`src/rtl/retire_stage.sv`:
```
// Multi-way in-order retire stage: commits architectural mappings, frees stale physical
// registers, and raises a one-cycle squash or a sticky halt on precise/halt entries.
module retire_stage #(
  parameter int unsigned WAYS    = 2,
  parameter int unsigned N_ARCH  = 32,
  parameter int unsigned PR_BITS = 6,
  parameter int unsigned XLEN    = 32
) (
  input  logic                             clock,
  input  logic                             reset,
  input  logic [WAYS-1:0]                  ret_valid,
  input  logic [WAYS-1:0][PR_BITS-1:0]     ret_t_idx,
  input  logic [WAYS-1:0][PR_BITS-1:0]     ret_told_idx,
  input  logic [WAYS-1:0][4:0]             ret_ar_idx,
  input  logic [WAYS-1:0]                  ret_halt,
  input  logic [WAYS-1:0]                  ret_precise,
  input  logic [WAYS-1:0][XLEN-1:0]        ret_target_pc,
  output logic [WAYS-1:0]                  free_valid,
  output logic [WAYS-1:0][PR_BITS-1:0]     free_idx,
  output logic                             squash,
  output logic [XLEN-1:0]                  squash_pc,
  output logic [N_ARCH-1:0][PR_BITS-1:0]   arch_map,
  output logic                             halted,
  output logic [31:0]                      retired_count
);

  typedef enum logic [1:0] {StRun, StSquash, StHalt} state_e;

  state_e                           state_q, state_d;
  logic [N_ARCH-1:0][PR_BITS-1:0]   arch_map_q, arch_map_d;
  logic [WAYS-1:0]                  free_valid_q, free_valid_d;
  logic [WAYS-1:0][PR_BITS-1:0]     free_idx_q, free_idx_d;
  logic                             squash_q, squash_d;
  logic [XLEN-1:0]                  squash_pc_q, squash_pc_d;
  logic                             halted_q, halted_d;
  logic [31:0]                      count_q, count_d;
  logic                             stop;

  always_comb begin
    state_d      = state_q;
    arch_map_d   = arch_map_q;
    free_valid_d = '0;
    free_idx_d   = '0;
    squash_d     = 1'b0;
    squash_pc_d  = '0;
    halted_d     = halted_q;
    count_d      = count_q;
    stop         = 1'b0;
    unique case (state_q)
      StRun: begin
        // Slots are walked oldest first; the first halt/precise slot closes the group.
        for (int i = 0; i < int'(WAYS); i++) begin
          if (ret_valid[i] && !stop) begin
            count_d = count_d + 32'd1;
            if (ret_ar_idx[i] != 5'd0) begin
              arch_map_d[ret_ar_idx[i]] = ret_t_idx[i];
              free_valid_d[i]           = 1'b1;
              free_idx_d[i]             = ret_told_idx[i];
            end
            if (ret_halt[i]) begin
              halted_d = 1'b1;
              state_d  = StHalt;
              stop     = 1'b1;
            end else if (ret_precise[i]) begin
              squash_d    = 1'b1;
              squash_pc_d = ret_target_pc[i];
              state_d     = StSquash;
              stop        = 1'b1;
            end
          end
        end
      end
      StSquash: state_d = StRun;
      StHalt:   state_d = StHalt;
      default:  state_d = StRun;
    endcase
  end

  always_ff @(posedge clock) begin
    if (reset) begin
      state_q      <= StRun;
      for (int r = 0; r < int'(N_ARCH); r++) begin
        arch_map_q[r] <= PR_BITS'(r);
      end
      free_valid_q <= '0;
      free_idx_q   <= '0;
      squash_q     <= 1'b0;
      squash_pc_q  <= '0;
      halted_q     <= 1'b0;
      count_q      <= '0;
    end else begin
      state_q      <= state_d;
      arch_map_q   <= arch_map_d;
      free_valid_q <= free_valid_d;
      free_idx_q   <= free_idx_d;
      squash_q     <= squash_d;
      squash_pc_q  <= squash_pc_d;
      halted_q     <= halted_d;
      count_q      <= count_d;
    end
  end

  assign arch_map      = arch_map_q;
  assign free_valid    = free_valid_q;
  assign free_idx      = free_idx_q;
  assign squash        = squash_q;
  assign squash_pc     = squash_pc_q;
  assign halted        = halted_q;
  assign retired_count = count_q;

endmodule

```
`config.mk`:
```
export PLATFORM = sky130hd
export DESIGN_NAME = retire_stage
export DESIGN_NICKNAME = d
export VERILOG_FILES = /design/src/rtl/retire_stage.sv
export SDC_FILE = /design/constraint.sdc
export NUM_CORES = 1
export LEC_CHECK = 0
export ABC_AREA = 1
export BUFFER_PORTS_ARGS = -buffer_cell sky130_fd_sc_hd__buf_2
export CAP_MARGIN = 20
export CELL_PAD_IN_SITES_DETAIL_PLACEMENT = 0
export CELL_PAD_IN_SITES_GLOBAL_PLACEMENT = 1
export CORE_MARGIN = 10
export CORE_UTILIZATION = 41
export CTS_CLUSTER_DIAMETER = 60
export DETAILED_ROUTE_END_ITERATION = 12
export PLACE_DENSITY = 0.95
export SLEW_MARGIN = 5
export SYNTH_ARGS = -nofsm -noshare
export SYNTH_HDL_FRONTEND = slang
export SYNTH_SLANG_ARGS = --single-unit
```
`constraint.sdc`:
```
create_clock -name clock -period 4.45 [get_ports clock]
set_clock_uncertainty 0.2 [all_clocks]
set_input_delay 0.6675 -clock clock [delete_from_list [all_inputs] [get_ports clock]]
set_output_delay 0.6675 -clock clock [all_outputs]
set_load 0.02 [all_outputs]
```
; Word level (Yosys, flattened, before mapping)
; Cells that the tools add are included.
[totals]
ff_bits = 274
in_bits = 106
[op_classes]
addsub = 2
eq_ne = 1
n_reduce_logical = 12
n_bitwise = 5
n_lt_le_gt_ge = 4
muxes = 42
[op_table]
columns = cell, count
row1 = 192-bit 2-to-1 mux, 5
row2 = 192-bit bitwise mux, 2
row3 = 32-bit 2-to-1 mux, 9
row4 = "32-bit by 1-bit adder with 32-bit output, second input constant", 2
row5 = 6-bit demux with 5-bit select, 2
row6 = 1-bit 2-to-1 mux, 15
row7 = "5-bit by 6-bit less-than comparator with 1-bit output, second input constant", 2
row8 = 2-bit 2-to-1 mux, 6
row9 = 6-bit 2-to-1 mux, 2
row10 = "5-bit by 1-bit greater-or-equal comparator with 1-bit output, second input constant", 2
row11 = 5-bit nonzero test, 2
row12 = 4-bit OR reduction, 2
row13 = 3-bit OR reduction, 2
row14 = 1-bit NOT, 5
row15 = 2-bit one-hot mux with 2 select lines, 1
row16 = 1-bit logical AND, 3
row17 = "2-bit == test, second input constant", 1
row18 = 2-bit zero test, 1
row19 = 2-bit OR reduction, 1
row20 = 1-bit zero test, 1

; Depth between registers and ports, before layout
[depth]
word_depth = 11
mapped_depth = 18

; Least setup slack after synthesis
; No wires, ideal clock.
[synth_timing]
path_type = input -> register
from = in ret_valid[0]
to = reg count_q[30] (netlist: retired_count[30])
path_slack_ns = 1.758
stages = 17
t_arrival_ns = 2.426
cell_sequence = buf_6 > nand2_4 > inv_1 > nor2_2 > ha_1 > inv_1 > nor3_1 > nand2_1 > nor2_2 > nand3_1 > nor2_2 > nand2_2 > nor2_4 > nand3_1 > nand2_1 > nand2_1 > a21oi_2
[synth_between]
elab_chain_len = 5
word_cells_on_any_way = 8
classes_between = add/sub: 1 / mux: 5 / reduce/logical: 2
[synth_lines]
columns = element, line_no
row1 = from (decl), 11  ; input logic [WAYS-1:0] ret_valid,
row2 = branches (longest 4 deep; another with 32-bit by 1-bit adder with 32-bit output), -
row3 = 32-bit 2-to-1 mux (*), 53  ; if (ret_valid[i] && !stop) begin
row4 = to (signal assigned), 99  ; count_q <= count_d;
row5 = to (decl), 36  ; logic [31:0] count_q, count_d;
; Mark *: on every way between the ends. The select of a mux whose other input is x is not followed.
; A chain may end at the register's enable or synchronous reset.

; Worst setup path after layout
[layout_timing]
from = reg count_q[0] (netlist: retired_count[0])
to = reg count_q[30] (netlist: retired_count[30])
[layout_between]
elab_chain_len = 5
[layout_lines]
columns = element, line_no
row1 = 32-bit by 1-bit adder with 32-bit output, 54  ; count_d = count_d + 32'd1;
row2 = 32-bit 2-to-1 mux (*), 53
row3 = 32-bit 2-to-1 mux (*), 49  ; unique case (state_q)
row4 = 32-bit by 1-bit adder with 32-bit output, 54
row5 = 32-bit 2-to-1 mux (*), 53
; Every way passes the cells marked *; elsewhere a longest branch is shown, timed or not. The select of a mux whose other input is x is not followed.

==> impl_metrics.json <==
{
  "holdWs_ns": 0.148,
  "die_area_um2": 43100,
  "synthesis.area_um2": 14400,
  "dp_hpwl_mm": 41.2,
  "vias": 15600,
  "status": "finished clean",
  "ir_drop_mv": 0.263,
  "cts-hold-fix-buffers": 0,
  "synth_top_area_cell": "dfxtp_1",
  "synth-edff-count": 0,
  "ys_types": 48,
  "cts_buffers": 34,
  "yosysSeqAreaShare_pct": 38.1,
  "root_buffer": "clkbuf_16",
  "ys_warn_count": 0,
  "leakage_nw": 8.00,
  "reg2reg_to": "retired_count[30]$_SDFFE_PP0P_",
  "cts.sinks": 274,
  "fin_ws_ns": 1.65,
  "wl_per_cell_um": 20.1,
  "fmax_mhz": 357,
  "final-setup-viol-count": 0,
  "row_count": 68,
  "cts_tree": "done",
  "htree_num_levels": 2,
  "gr-total-overflow": 0,
  "area_growth_pct": 23.0,
  "fp.coreArea_um2": 34600,
  "slew_violations": 0,
  "fin_setup_tns_ns": 0,
  "reg2reg_from": "retired_count[0]$_SDFFE_PP0P_",
  "cap_violations": 0,
  "ant_nets": 0,
  "track_usage_pct": 25.0,
  "firstDrtPassIters": 7,
  "required_ns": 4.63,
  "worst_pin_slew_ns": 1.00,
  "hold_end": "free_idx[2]$_SDFF_PP0_",
  "die_h_um": 208,
  "nFillCells": 3481,
  "drc": 0,
  "start_util_pct": 41.6,
  "synthArstFlopShare_pct": 0,
  "avgSynthCellArea_um2": 7.05,
  "yosysTopAreaCellShare_pct": 38.1,
  "startpoint_type": "register",
  "synthFlopType": "dfxtp_1",
  "drt-initial-drc-count": 1522,
  "postCtsSetupBuffers": 0,
  "hold_viol_final": 0,
  "synth-seq-cells": 274,
  "grt_max_degree": 203,
  "max_slew_margin_pct": 33.1,
  "portBuffers": 377,
  "clk_pin_slew_ns": 0.06,
  "synth.net_count": 2153,
  "critPathCaptureType": "register",
  "hp-class": "primary input to register",
  "place_congestion": 0.954,
  "final_cell_mix": "nand2_1, buf_2, dfxtp_1",
  "place_ws_ns": 1.22,
  "avgViaCountPerCell": 5.49,
  "grt_pass1_vias": 14900,
  "grt_pass1_wl_mm": 87.0,
  "antenna_found_initial": 4,
  "reg2reg_slack_ns": 1.65,
  "whs_path_depth": 3,
  "synthTopCellsByArea": "dfxtp_1, nand2_1, o21ai_0",
  "worst_skew_pair.late_latency_ns": 0.52,
  "drive_gt1_share_pct": 22.9,
  "die_width_um": 208,
  "num-nets-final": 2473,
  "clk_path_buf_depth": 3,
  "reg2regPathDepth": 15,
  "worstPathArrival_ns": 2.98,
  "rsz0062_at_grt": "no",
  "path_max_fanout": 6,
  "layout_commonest_cell": "nand2_1",
  "period_needed_ns": 2.80,
  "path_class": "register to register",
  "cts_resized": 0,
  "io_pins": 378,
  "power_density_nw_per_um2": 376,
  "drt_wl_total_mm": 57.3,
  "min_from": "ret_told_idx[2]",
  "finalCritPeriodShare_pct": 62.9,
  "syn_inst": 2045
}
[layer usage]
layer	vias up	share of wire (%)	track usage, %
li1	7509	-	-
met1	7322	42	32.0
met2	707	46	40.7
met3	107	8.9	4.89
met4	0	3.0	9.18
met5	-	0	0
[layout make-up]
class,instances,area [µm²],area share (%)
Antenna cell,4,10.0,0.0564
Clock buffer,41,907,5.11
Clock inverter,19,246,1.39
Inverter,275,1030,5.83
Multi-Input combinational cell,1394,7500,42.3
Sequential cell,274,5490,30.9
Tap cell,455,569,3.21
Timing Repair Buffer,386,1980,11.2
[registers in the layout, summed over array words and instances (netlist names)]
signal         cells
arch_map         192
retired_count     32
squash_pc         32
free_idx          12
free_valid         2
state_q            2
halted             1
squash             1
[synth_stat cells, types with 3 or more instances]
| library cell | instances |
|---|---|
| o21ai_0 | 199 |
| a21oi_1 | 96 |
| nor2_2 | 22 |
| a311oi_1 | 71 |
| dfxtp_1 | 274 |
| a211oi_1 | 3 |
| nand3_1 | 38 |
| xnor2_1 | 12 |
| nor3_1 | 29 |
| nand4_1 | 17 |
| nand2_4 | 3 |
| o221ai_1 | 37 |
| nor2_1 | 262 |
| buf_1 | 3 |
| nor3_2 | 3 |
| nand2_1 | 379 |
| xor2_1 | 6 |
| clkbuf_1 | 90 |
| inv_1 | 253 |
| clkinv_1 | 5 |
| o21ai_1 | 5 |
| mux2i_1 | 32 |
| a21oi_4 | 4 |
| o31ai_1 | 3 |
| inv_2 | 16 |
| nor2_4 | 15 |
| buf_2 | 6 |
| o211ai_1 | 108 |
| nand2_2 | 19 |
| nand3b_1 | 4 |
| a21oi_2 | 11 |
[where the power goes]
part	internal [mW]	switching [mW]	leakage, nW	total, mW
sequential	2.58	0.113	2.23	2.69
clock	1.75	1.14	0.564	2.90
combinational	0.325	0.763	5.20	1.09
total	4.66	2.02	8.00	6.68
[through the flow]
step                      cells  utilization, %  cell area (µm²)  total power, mW
final                      2848            51.2            17700             6.68
after global routing       2848            51.2            17700             6.93
after CTS                  2844            51.2            17700             6.71
after detailed placement   2784            47.9            16600             3.82
after global placement     2784            47.9            16600             3.80
after floorplan            2045               -            14400             3.41
[worst max-delay path by stage]
stage | start | endpoint | slack [ns]
CTS | retired_count[0]$_SDFFE_PP0P_ | retired_count[30]$_SDFFE_PP0P_ | 1.66
detailed placement | ret_valid[0] | arch_map[116]$_SDFFE_PP0P_ | 1.22
global placement | ret_valid[0] | arch_map[116]$_SDFFE_PP0P_ | 1.32
floorplan | ret_valid[0] | retired_count[30]$_SDFFE_PP0P_ | 1.76
global route | retired_count[0]$_SDFFE_PP0P_ | retired_count[30]$_SDFFE_PP0P_ | 1.38
finish | retired_count[0]$_SDFFE_PP0P_ | retired_count[30]$_SDFFE_PP0P_ | 1.65
[worst max-delay path: stages, from the launching register on]
cell	delay (ns)
dfxtp_1	0.38
ha_1	0.31
nand2_1	0.05
nand2_1	0.12
ha_1	0.17
inv_1	0.06
nor3_1	0.24
nand2_1	0.14
nor2_2	0.13
nand3_1	0.18
nor2_2	0.14
nand2_2	0.09
nor2_4	0.16
nand4_1	0.12
nand2_1	0.12
a21oi_2	0.05
[cells by family after synthesis]
logic type               share of synthesized area (%)
XOR/XNOR                                          1.21
AND/OR/NAND/NOR                                   24.1
buffers and inverters                             9.98
flip-flops                                        38.1
AO/OA/AOI/OAI                                     24.3
adder cells (fa/ha/maj)                          0.174
multiplexers                                      2.22
(Power assumes the default switching activity.)
